===== src/rtl/mem_stage_pkg.sv =====
// Shared definitions for the bexkat1 memory stage: instruction field
// positions, memory instruction type codes, the pipeline NOP, the memory
// access width and bus FSM state enums, and the width decode helper.
package bexkat1Def;

    // Fields of the 64-bit instruction word used by the memory stage
    localparam int IR_TYPE_HI  = 31;
    localparam int IR_TYPE_LO  = 28;
    localparam int IR_WIDTH_HI = 25;
    localparam int IR_WIDTH_LO = 24;

    localparam logic [3:0]  T_LOAD  = 4'h6;
    localparam logic [3:0]  T_STORE = 4'h7;
    localparam logic [63:0] NOP_IR  = 64'h0;

    typedef enum logic [1:0] {
        MW_WORD = 2'd0,
        MW_HALF = 2'd1,
        MW_BYTE = 2'd2
    } mem_width_t;

    typedef enum logic {
        S_IDLE = 1'b0,
        S_BUS  = 1'b1
    } mem_state_t;

    // Width code 3 is unassigned and behaves as a full word access
    function automatic mem_width_t decode_width(input logic [1:0] op);
        case (op)
            2'd1:    return MW_HALF;
            2'd2:    return MW_BYTE;
            default: return MW_WORD;
        endcase
    endfunction

endpackage


===== src/rtl/mem_lane.sv =====
// Byte-lane steering for big-endian bus accesses: lane select, store data
// replication and zero-extended load extraction.
// Latency: purely combinational. Backpressure: none, no state.
// Ports: width/addr choose the lanes; store_dat -> wdat, load_dat -> rdat.
// Low address bits below the access width are ignored, so a word access
// always uses lanes 1111 and a halfword never straddles the word halves.
module mem_lane
    import bexkat1Def::*;
(
    input  mem_width_t  width,
    input  logic [1:0]  addr,
    input  logic [31:0] store_dat,
    input  logic [31:0] load_dat,
    output logic [3:0]  sel,
    output logic [31:0] wdat,
    output logic [31:0] rdat
);

    always_comb begin
        sel  = 4'b1111;
        wdat = store_dat;
        rdat = load_dat;
        case (width)
            MW_HALF: begin
                // Lower address lives in the upper lanes (big-endian)
                sel  = addr[1] ? 4'b0011 : 4'b1100;
                wdat = {2{store_dat[15:0]}};
                rdat = {16'h0, (addr[1] ? load_dat[15:0] : load_dat[31:16])};
            end
            MW_BYTE: begin
                sel  = 4'b1000 >> addr;
                wdat = {4{store_dat[7:0]}};
                case (addr)
                    2'd0:    rdat = {24'h0, load_dat[31:24]};
                    2'd1:    rdat = {24'h0, load_dat[23:16]};
                    2'd2:    rdat = {24'h0, load_dat[15:8]};
                    default: rdat = {24'h0, load_dat[7:0]};
                endcase
            end
            default: begin
                sel  = 4'b1111;
                wdat = store_dat;
                rdat = load_dat;
            end
        endcase
    end

endmodule


===== src/rtl/mem_stage.sv =====
// bexkat1 memory stage: runs one load/store bus cycle per memory instruction,
// passes everything else to wb. Latency: 1 cycle for non-memory ops, 1 idle
// cycle plus bus cycle for memory ops. Backpressure: stall_o holds upstream
// while a bus cycle is pending; wb never backpressures this stage.
// Ports: clk_i/rst_i (sync, active high); ir/pc/ccr/reg_write/result/store
// from execute; registered ir/pc/ccr/reg_write/result to wb; bus master
// cyc/stb/we/adr/sel/dat_o with dat_i/ack_i return.
// Optional: BEXKAT1_MEM_ALIGN_CHECK_EN adds misalignment detection and the
// align_exc_o output; misaligned accesses then skip the bus cycle.
module mem_stage
    import bexkat1Def::*;
#(
    parameter int AW = 32,
    parameter int DW = 32
) (
    input  logic          clk_i,
    input  logic          rst_i,
    input  logic [63:0]   ir_i,
    input  logic [31:0]   pc_i,
    input  logic [2:0]    ccr_i,
    input  logic [1:0]    reg_write_i,
    input  logic [31:0]   result_i,
    input  logic [31:0]   store_i,
    output logic          stall_o,
    output logic [63:0]   ir_o,
    output logic [31:0]   pc_o,
    output logic [2:0]    ccr_o,
    output logic [1:0]    reg_write_o,
    output logic [31:0]   result_o,
    output logic          bus_cyc_o,
    output logic          bus_stb_o,
    output logic          bus_we_o,
    output logic [AW-3:0] bus_adr_o,
    output logic [3:0]    bus_sel_o,
    output logic [31:0]   bus_dat_o,
    input  logic [31:0]   bus_dat_i,
`ifdef BEXKAT1_MEM_ALIGN_CHECK_EN
    output logic          align_exc_o,
`endif
    input  logic          bus_ack_i
);

    if (DW != 32) begin : g_dw_check
        $error("mem_stage: DW must be 32");
    end

    mem_state_t  state;
    logic        is_load;
    logic        is_store;
    logic        is_mem;
    logic        start_bus;
    logic        misaligned;
    mem_width_t  width;
    logic [3:0]  lane_sel;
    logic [31:0] lane_wdat;
    logic [31:0] lane_rdat;

    assign is_load  = (ir_i[IR_TYPE_HI:IR_TYPE_LO] == T_LOAD);
    assign is_store = (ir_i[IR_TYPE_HI:IR_TYPE_LO] == T_STORE);
    assign is_mem   = is_load | is_store;
    assign width    = decode_width(ir_i[IR_WIDTH_HI:IR_WIDTH_LO]);

`ifdef BEXKAT1_MEM_ALIGN_CHECK_EN
    always_comb begin
        misaligned = 1'b0;
        if (is_mem) begin
            case (width)
                MW_WORD: misaligned = |result_i[1:0];
                MW_HALF: misaligned = result_i[0];
                default: misaligned = 1'b0;
            endcase
        end
    end
`else
    assign misaligned = 1'b0;
`endif

    assign start_bus = is_mem & ~misaligned;

    // Upstream inputs stay frozen while this is high, so the held
    // instruction can be decoded straight from the inputs in every state.
    always_comb begin
        stall_o = 1'b0;
        if (!rst_i) begin
            case (state)
                S_IDLE:  stall_o = start_bus;
                S_BUS:   stall_o = ~bus_ack_i;
                default: stall_o = 1'b0;
            endcase
        end
    end

    mem_lane u_lane (
        .width     (width),
        .addr      (result_i[1:0]),
        .store_dat (store_i),
        .load_dat  (bus_dat_i),
        .sel       (lane_sel),
        .wdat      (lane_wdat),
        .rdat      (lane_rdat)
    );

    always_ff @(posedge clk_i) begin
        if (rst_i) begin
            state       <= S_IDLE;
            ir_o        <= NOP_IR;
            pc_o        <= '0;
            ccr_o       <= '0;
            reg_write_o <= '0;
            result_o    <= '0;
            bus_cyc_o   <= 1'b0;
            bus_stb_o   <= 1'b0;
            bus_we_o    <= 1'b0;
            bus_adr_o   <= '0;
            bus_sel_o   <= '0;
            bus_dat_o   <= '0;
`ifdef BEXKAT1_MEM_ALIGN_CHECK_EN
            align_exc_o <= 1'b0;
`endif
        end else begin
`ifdef BEXKAT1_MEM_ALIGN_CHECK_EN
            align_exc_o <= 1'b0;
`endif
            case (state)
                S_IDLE: begin
                    if (start_bus) begin
                        state       <= S_BUS;
                        bus_cyc_o   <= 1'b1;
                        bus_stb_o   <= 1'b1;
                        bus_we_o    <= is_store;
                        bus_adr_o   <= result_i[AW-1:2];
                        bus_sel_o   <= lane_sel;
                        bus_dat_o   <= lane_wdat;
                        // wb sees a bubble until the bus cycle retires
                        ir_o        <= NOP_IR;
                        reg_write_o <= '0;
                    end else begin
                        ir_o        <= ir_i;
                        pc_o        <= pc_i;
                        ccr_o       <= ccr_i;
                        reg_write_o <= misaligned ? 2'b00 : reg_write_i;
                        result_o    <= result_i;
`ifdef BEXKAT1_MEM_ALIGN_CHECK_EN
                        align_exc_o <= misaligned;
`endif
                    end
                end
                S_BUS: begin
                    if (bus_ack_i) begin
                        state       <= S_IDLE;
                        bus_cyc_o   <= 1'b0;
                        bus_stb_o   <= 1'b0;
                        bus_we_o    <= 1'b0;
                        ir_o        <= ir_i;
                        pc_o        <= pc_i;
                        ccr_o       <= ccr_i;
                        reg_write_o <= reg_write_i;
                        result_o    <= is_load ? lane_rdat : result_i;
                    end
                end
                default: begin
                    state     <= S_IDLE;
                    bus_cyc_o <= 1'b0;
                    bus_stb_o <= 1'b0;
                    bus_we_o  <= 1'b0;
                end
            endcase
        end
    end

endmodule


===== config.mk =====
export PLATFORM = sky130hd
export DESIGN_NAME = mem_stage
export DESIGN_NICKNAME = d
export VERILOG_FILES = /design/src/rtl/mem_stage_pkg.sv /design/src/rtl/mem_lane.sv /design/src/rtl/mem_stage.sv
export SDC_FILE = /design/constraint.sdc
export NUM_CORES = 1
export LEC_CHECK = 0
export CAP_MARGIN = 20
export CORE_AREA = 2 2 156 158
export CTS_CLUSTER_DIAMETER = 40
export DETAILED_ROUTE_END_ITERATION = 8
export DIE_AREA = 0 0 158 160
export DONT_BUFFER_PORTS = 1
export PLACE_DENSITY_LB_ADDON = 0.1
export SYNTH_ARGS = -nofsm -noshare
export SYNTH_HDL_FRONTEND = slang
export SYNTH_SLANG_ARGS = --single-unit

===== constraint.sdc =====
create_clock -name clk_i -period 3.4 [get_ports clk_i]
set_input_delay 0.68 -clock clk_i [delete_from_list [all_inputs] [get_ports clk_i]]
set_output_delay 0.68 -clock clk_i [all_outputs]
set_load 0.01 [all_outputs]

==> reports/metrics.yaml, run 1 <==
die_w_um: 158
fin_tns_setup_ns: 0
synth_largest_area_cell: "dfxtp_1"
grt_pass1_vias: 5975
cts_buffers: 31
worstMarginPinSlew_ns: 0.988
outcome: "complete, no violations"
core_area_um2: 23800
h-tree-depth: 1
synth.net_count: 977
min_period_ns: 2.30
io-pin-count: 403
root_buffer: "clkbuf_16"
grt_max_degree: 131
path_clk_slew_ns: 0.05
io_buffers: 0
dr_total_vias: 5993
place_area_um2: 7690
yosys_warnings: 0
netlist_top_cells_count: "dfxtp_1 (202), a22o_1 (130), nand2_1 (114)"
avgSynthCellArea_um2: 9.68
synth-seq-cells: 202
clock.fmax_mhz: 435
drt_iter0_drc: 328
dp.cells: 1035
tritoncts: "built"
setup_violations: 0
diodes: 0
postRouteAntennaNets: 0
wirelength_mm: 25.4
synth_top_area_share: 0.539
drive_above_1_share: 0.0977
utilization: 0.367
globalplace.congestion: 0.809
startpoint_type: "register"
initial_core_util: 0.315
dp_hpwl_mm: 18.2
cp.arrival_ns: 1.62
clk-insertion-delay-late_ns: 0.54
power_leakage_nw: 3.27
grt_antenna_before_repair: 2
relSlewSlack: 0.339
hold_path_class: "input port to register"
ir_drop_v: 0.000322
crit_path_max_fanout: 7
holdWs_ns: 0.218
async_flop_share: 0
cts.sinks: 202
drc: 0
synth.most_common_cell: "dfxtp_1"
fin_nets: 946
post_cts_buffers: 0
final_cell_area_um2: 8740
detail_route.wl_per_cell_um: 23.3
multi_input_area_um2: 3160
grt.overflow.total: 0
cap_viol_max_count: 0
via_per_inst: 5.49
synth_area_um2: 7500
ctsResizeCount: 0
synth.top_cells.by_area: "dfxtp_1 (54%), a22o_1 (15%), nand2_1 (5.7%), o21ai_0 (3.4%), a21oi_1 (3.3%)"
dieArea_um2: 25300
ctsHoldBuffers: 0
skew_ns: 0.0135
period_share: 0.676
yosysSeqAreaShare: 0.539
area.growth.synth_to_final_pct: 16.4
grtUsageTotal: 0.191
final-hold-violation-count: 0
grt_pass1_wl_mm: 37.6
path_class: "register to primary output"
required_ns: 2.72
grt_setup_unrepaired: "no"
seq_area_um2: 4040
end_kind: "primary output"
clock_path_buffers: 3
slew_viol_final: 0
syn_inst: 775
synth-edff-count: 0
die_y_um: 160
yosys.cell_types.count: 36
final_cells: 1092
synth_top_flop_cell: "dfxtp_1"
cellPowerDensity_nw_per_um2: 705
row_count: 57
drt_pre_antenna_iters: 5
fillers: 2448
## where the power goes
group / total [mW] / switching (mW) / internal [mW] / leakage (nW)
sequential: 2.69 / 0.180 / 2.51 / 1.67
clock: 3.13 / 1.21 / 1.92 / 0.506
combinational: 0.342 / 0.193 / 0.149 / 1.10
## flip-flops by register name (all words and copies together) (netlist names)
register and flops:
reg_write_o 2, result_o 32, ir_o 64, bus_we_o 1, bus_sel_o 4, ccr_o 3
bus_adr_o 30, bus_dat_o 32, state 1, bus_stb_o 1, pc_o 32
## metal layers
layer	up-vias	share of wire	GRT usage
met5	-	0.00094	0
met4	4	0.023	0.0577
met3	45	0.12	0.0830
met2	256	0.49	0.323
met1	2906	0.37	0.216
li1	2782	-	-
## final cells by class
type | count | area share
clock buffers | 34 | 0.0935
repair buffers | 8 | 0.00831
flip-flops and latches | 202 | 0.463
multi-input cells | 498 | 0.361
inverters | 3 | 0.00129
well taps | 324 | 0.0464
clock inverters | 23 | 0.0264
## through the flow
stage,setup slack (ns),total power [mW]
floorplan,1.04,2.99
global placement,0.781,3.08
detailed placement,0.638,3.09
CTS,1.06,6.24
global route,0.953,6.41
finish,1.10,6.16
## worst max-delay path, cell delays in order (launching register included)
cell,delay (ns)
dfxtp_1,0.49
nand2b_1,0.26
a21oi_4,0.32
## final timing paths
| path | depth (start not counted) | to | start | slack, ns |
|---|---|---|---|---|
| worst max-delay path | 2 | stall_o | state | 1.10 |
| worst min-delay path | 1 | bus_we_o | rst_i | 0.22 |
| worst max register to register | 4 | result_o[6] | state | 1.28 |
| worst min register to register | 2 | bus_dat_o[3] | bus_dat_o[3] | 0.50 |
## cells in the final DEF (no fill, tap or decap), types with 3 or more instances in the layout
cell | netlist | layout
clkinv_4 | 0 | 3
a2111oi_0 | 8 | 8
clkinvlp_4 | 0 | 5
nor2_1 | 42 | 41
inv_8 | 0 | 3
a211oi_1 | 25 | 25
a22o_1 | 130 | 130
nand2_1 | 114 | 114
clkinv_2 | 0 | 4
buf_4 | 3 | 7
nor3b_1 | 8 | 8
clkbuf_8 | 0 | 3
a21oi_1 | 49 | 49
inv_1 | 3 | 3
dfxtp_1 | 202 | 202
and3_1 | 8 | 8
o21ai_0 | 51 | 51
a221oi_1 | 8 | 8
mux2i_1 | 8 | 8
clkbuf_16 | 0 | 31
inv_6 | 0 | 6
nor3_1 | 9 | 9
a311oi_1 | 3 | 3
o2bb2ai_1 | 16 | 16
## cell families after synthesis
| group | after synthesis | synth area share |
|---|---|---|
| flops | 202 | 0.539 |
| fa+ha+maj | 2 | 0.00333 |
| buf+inv | 75 | 0.0447 |
| simple gates | 194 | 0.113 |
| compound gates | 294 | 0.289 |
| mux | 8 | 0.0107 |
No activity file was read; power rests on OpenSTA's default activity.
==> run 2: changes to the inputs <==
==> constraint.sdc (replaced) <==
create_clock -name clk_i -period 2 [get_ports clk_i]
set_input_delay 0.4 -clock clk_i [delete_from_list [all_inputs] [get_ports clk_i]]
set_output_delay 0.4 -clock clk_i [all_outputs]
set_load 0.01 [all_outputs]
==> run 2 against run 1 <==
  * Via count up 12%
  * Sequential power rose by 70%
  * Largest power group unchanged
  * Combinational power rose to 2.7 times the previous value
  * Global-route usage grew 1.6 points
  * Critical path depth is 1 higher
  * Non-clock buffer count is 167 higher
==> reports/metrics.yaml, run 2 (synthesis gave the netlist of run 1 again) <==
grt_antenna_before_repair: 5
dieArea_um2: 25300
io-pin-count: 403
core_area_um2: 23800
cp.arrival_ns: 1.53
grt_max_degree: 131
clock_path_buffers: 3
final-hold-violation-count: 0
path_clk_slew_ns: 0.06
h-tree-depth: 1
dp_hpwl_mm: 18.6
grt_pass1_vias: 7003
area.growth.synth_to_final_pct: 41.0
period_share: 0.963
cts.sinks: 202
fin_tns_setup_ns: 0
io_buffers: 0
cts_buffers: 31
drive_above_1_share: 0.103
min_period_ns: 1.93
outcome: "complete, no violations"
path_class: "register to primary output"
die_y_um: 160
ff2ff_path_depth: 5
setup_violations: 0
grtUsageTotal: 0.207
worstMarginPinSlew_ns: 0.538
drc: 0
die_w_um: 158
dr_total_vias: 6723
mostFrequentLayoutCell: "dfxtp_1"
globalplace.congestion: 0.797
grt_pass1_wl_mm: 41.0
skew_ns: 0.00835
cellPowerDensity_nw_per_um2: 1060
rr_startpoint: "state"
root_buffer: "clkbuf_16"
r2r_slack_ns: 0.26
required_ns: 1.60
via_per_inst: 5.33
final_cell_mix: "dfxtp_1 (201), dlygate4sd3_1 (148), a22o_1 (130)"
fillers: 2312
largest_register: "ir_o"
detail_route.wl_per_cell_um: 22.2
drt_iter0_drc: 403
final_cell_area_um2: 10600
post-place-ws_ns: 0.0595
grt.overflow.total: 0
ir_drop_v: 0.000536
clock.fmax_mhz: 519
end_kind: "primary output"
cap_viol_max_count: 0
row_count: 57
slew_viol_final: 0
critPathCapture: "stall_o"
startpoint_type: "register"
drt_pre_antenna_iters: 5
crit_path_max_fanout: 7
power_leakage_nw: 4.08
place_area_um2: 7860
initial_core_util: 0.315
hold_path_class: "input port to register"
fin_nets: 1113
largest_reg_flops: 64
clk-insertion-delay-late_ns: 0.54
cp-startpoint: "state"
grt_setup_unrepaired: "no"
wirelength_mm: 28.0
tritoncts: "built"
r2r-end: "result_o[6]"
relSlewSlack: 0.632
setup_ws_ns: 0.0736
postRouteAntennaNets: 0
## run 2: cell types whose count changed in the layout (fill, tap and decap cells not counted), moves of 3 or more
cell / delta
buf_12: +5
buf_4: +11
bufinv_16: +3
clkinv_2: -3
clkinvlp_4: -3
diode_2: +3
dlygate4sd3_1: +148
inv_6: +4
## run 2: timing repair
action,CTS,global route
setup endpoints to repair,1,1
setup buffers,1,1
hold buffers,149,0
pin swaps,1,1
cloned,1,1
resized for setup,2,1
hold endpoints to repair,168,0
## run 2: report_power, final
group / switching, mW / internal, mW
Combinational: 0.422 / 0.487
Sequential: 0.309 / 4.27
Clock: 2.14 / 3.65
Total: 2.87 / 8.40
## run 2: cell type report
cell class	count	area, um2	area share
flip-flops and latches	202	4050	0.382
multi-input cells	498	3160	0.299
repair buffers	175	1820	0.172
clock buffers	33	803	0.0759
well taps	324	405	0.0383
clock inverters	24	325	0.0307
inverters	3	11.3	0.00106
diodes	3	7.51	0.000710
## run 2: how the worst min path moves through the flow
stage                      startpoint             to  cells after the start
after floorplan              ir_o[31]       ir_o[31]                      2
after global routing      store_i[12]  bus_dat_o[12]                      2
final                     store_i[12]  bus_dat_o[12]                      2
after global placement          rst_i       bus_we_o                      1
after detailed placement        rst_i  bus_adr_o[29]                      1
after CTS                 store_i[12]  bus_dat_o[12]                      2
## run 2: through the flow
step                       util  instances  hold WS, ns  power [mW]
final                     0.444       1262       0.0176        11.3
after global routing      0.444       1260     0.000447        11.7
after CTS                 0.442       1257     0.000207        11.4
after detailed placement  0.330       1049        0.487        5.28
after global placement    0.330       1049        0.485        5.26
after floorplan               -        775        0.476        5.08
## run 2: critical path: stages (launching register included)
cell,delay (ns)
dfxtp_2,0.37
or2_4,0.29
a21oi_4,0.17
buf_12,0.16
## run 2: metal layers
layer / global-route usage / vias up / part of all wire
met4: 0.0663 / 4 / 0.026
met1: 0.230 / 3208 / 0.37
met3: 0.0833 / 66 / 0.11
met5: 0 / - / 0.00086
met2: 0.358 / 306 / 0.50
li1: - / 3139 / -
==> run 3: changes to the inputs <==
--- a/config.mk
+++ b/config.mk
@@ -12,6 +12,7 @@
 export DIE_AREA = 0 0 158 160
 export DONT_BUFFER_PORTS = 1
 export PLACE_DENSITY_LB_ADDON = 0.1
+export SETUP_SLACK_MARGIN = 0.2
 export SYNTH_ARGS = -nofsm -noshare
 export SYNTH_HDL_FRONTEND = slang
 export SYNTH_SLANG_ARGS = --single-unit
==> run 3 against run 2 <==
  * Routed wire length grew 1.9%
  * Global-route usage grew 0.55 points
  * Die area is the same
==> reports/metrics.yaml, run 3 (synthesis gave the netlist of run 1 again) <==
tritoncts: "built"
final_cell_mix: "dfxtp_1 (201), dlygate4sd3_1 (148), a22o_1 (130)"
met3_usage: 0.0847
die_y_um: 160
root_buffer: "clkbuf_16"
h-tree-depth: 1
required_ns: 1.60
fillers: 2305
path_clk_slew_ns: 0.06
die_w_um: 158
cellPowerDensity_nw_per_um2: 1060
cp.arrival_ns: 1.44
fin_total_pwr_mw: 11.3
largest_reg_flops: 64
mostFrequentLayoutCell: "dfxtp_1"
fin_nets: 1119
crit_family: "flip-flops"
use_met1: 0.236
hold_path_class: "input port to register"
final-hold-violation-count: 0
startpoint_type: "register"
worstMarginPinSlew_ns: 0.518
area.growth.synth_to_final_pct: 42.4
grtUsageTotal: 0.212
grt.overflow.total: 0
grt_use_met2: 0.368
grt_antenna_before_repair: 4
dieArea_um2: 25300
relSlewSlack: 0.654
slew_viol_final: 0
grt_setup_unrepaired: "yes"
largest_register: "ir_o"
outcome: "complete, no violations"
place_area_um2: 7860
clock.fmax_mhz: 543
grt_pass1_vias: 7065
dp_hpwl_mm: 18.6
grt_max_degree: 71
core_area_um2: 23800
period_share: 0.921
critPathSlowestCell: "dfxtp_4"
grt_pass1_wl_mm: 41.9
crit_path_max_fanout: 5
cp_cell_sequence: "or2_4, a21oi_4, buf_12"
clk-insertion-delay-late_ns: 0.54
detail_route.wl_per_cell_um: 22.5
via_per_inst: 5.37
initial_core_util: 0.315
globalplace.congestion: 0.797
dr_total_vias: 6804
drc: 0
cts_buffers: 31
path_class: "register to primary output"
r2r_slack_ns: 0.19
top_usage_layer: "met2"
skew_ns: 0.00820
io-pin-count: 403
min_period_ns: 1.84
end_kind: "primary output"
drt_pre_antenna_iters: 5
power_leakage_nw: 4.13
max_stage_delay_ns: 0.35
fin_tns_setup_ns: 0
drive_above_1_share: 0.108
wirelength_mm: 28.5
cts.sinks: 202
ir_drop_v: 0.000537
cap_viol_max_count: 0
setup_violations: 0
clock_path_buffers: 3
postRouteAntennaNets: 0
path_buf_inv: 1
io_buffers: 0
final_cell_area_um2: 10700
row_count: 57
drt_iter0_drc: 425
[run 3: cell count changes in the layout (fill, tap and decap cells not counted), sizes merged]
cell | before | now
buf | 25 | 29
bufbuf | 1 | 3
diode | 3 | 2
[run 3: timing repair]
item                                    in CTS  in global routing
gates resized for setup                      3                  5
pin swaps                                    3                  1
setup buffers                                7                  0
endpoints found under the setup margin       5                 68
endpoints found under the hold margin      168                  0
gates cloned                                 3                  0
hold buffers                               149                  0
[run 3: metal layers]
metal,routed length (um),share of wire,up-vias
li1,-,-,3140
met1,10400,0.37,3275
met2,14200,0.50,326
met3,3150,0.11,59
met4,702,0.025,4
met5,24,0.00084,-
[run 3: per-stage QoR]
step / cells / hold WS, ns / utilization / setup slack, ns
floorplan: 775 / 0.476 / - / 0.201
global placement: 1049 / 0.485 / 0.330 / 0.101
detailed placement: 1049 / 0.487 / 0.330 / 0.0595
CTS: 1265 / 0.000207 / 0.448 / 0.109
global route: 1266 / 0.000434 / 0.448 / 0.113
finish: 1267 / 0.0183 / 0.448 / 0.158
[run 3: final cells by class]
type	instances	area (um2)	area share
sequential	202	4050	0.379
multi-input combinational	498	3160	0.296
timing repair buffer	181	1920	0.180
clock buffer	33	803	0.0752
tap	324	405	0.0380
clock inverter	24	325	0.0305
inverter	3	11.3	0.00105
antenna	2	5.00	0.000469
[run 3: final timing paths]
kind / from / end / cells after the start
hold / removal: store_i[12] / bus_dat_o[12] / 2
hold reg to reg: bus_dat_o[3] / bus_dat_o[3] / 2
setup / recovery: state / stall_o / 3
setup reg to reg: state / reg_write_o[0] / 6
[run 3: where the power goes]
part / internal, mW / switching, mW
combinational: 0.508 / 0.434
sequential: 4.27 / 0.308
clock: 3.65 / 2.14
total: 8.42 / 2.88
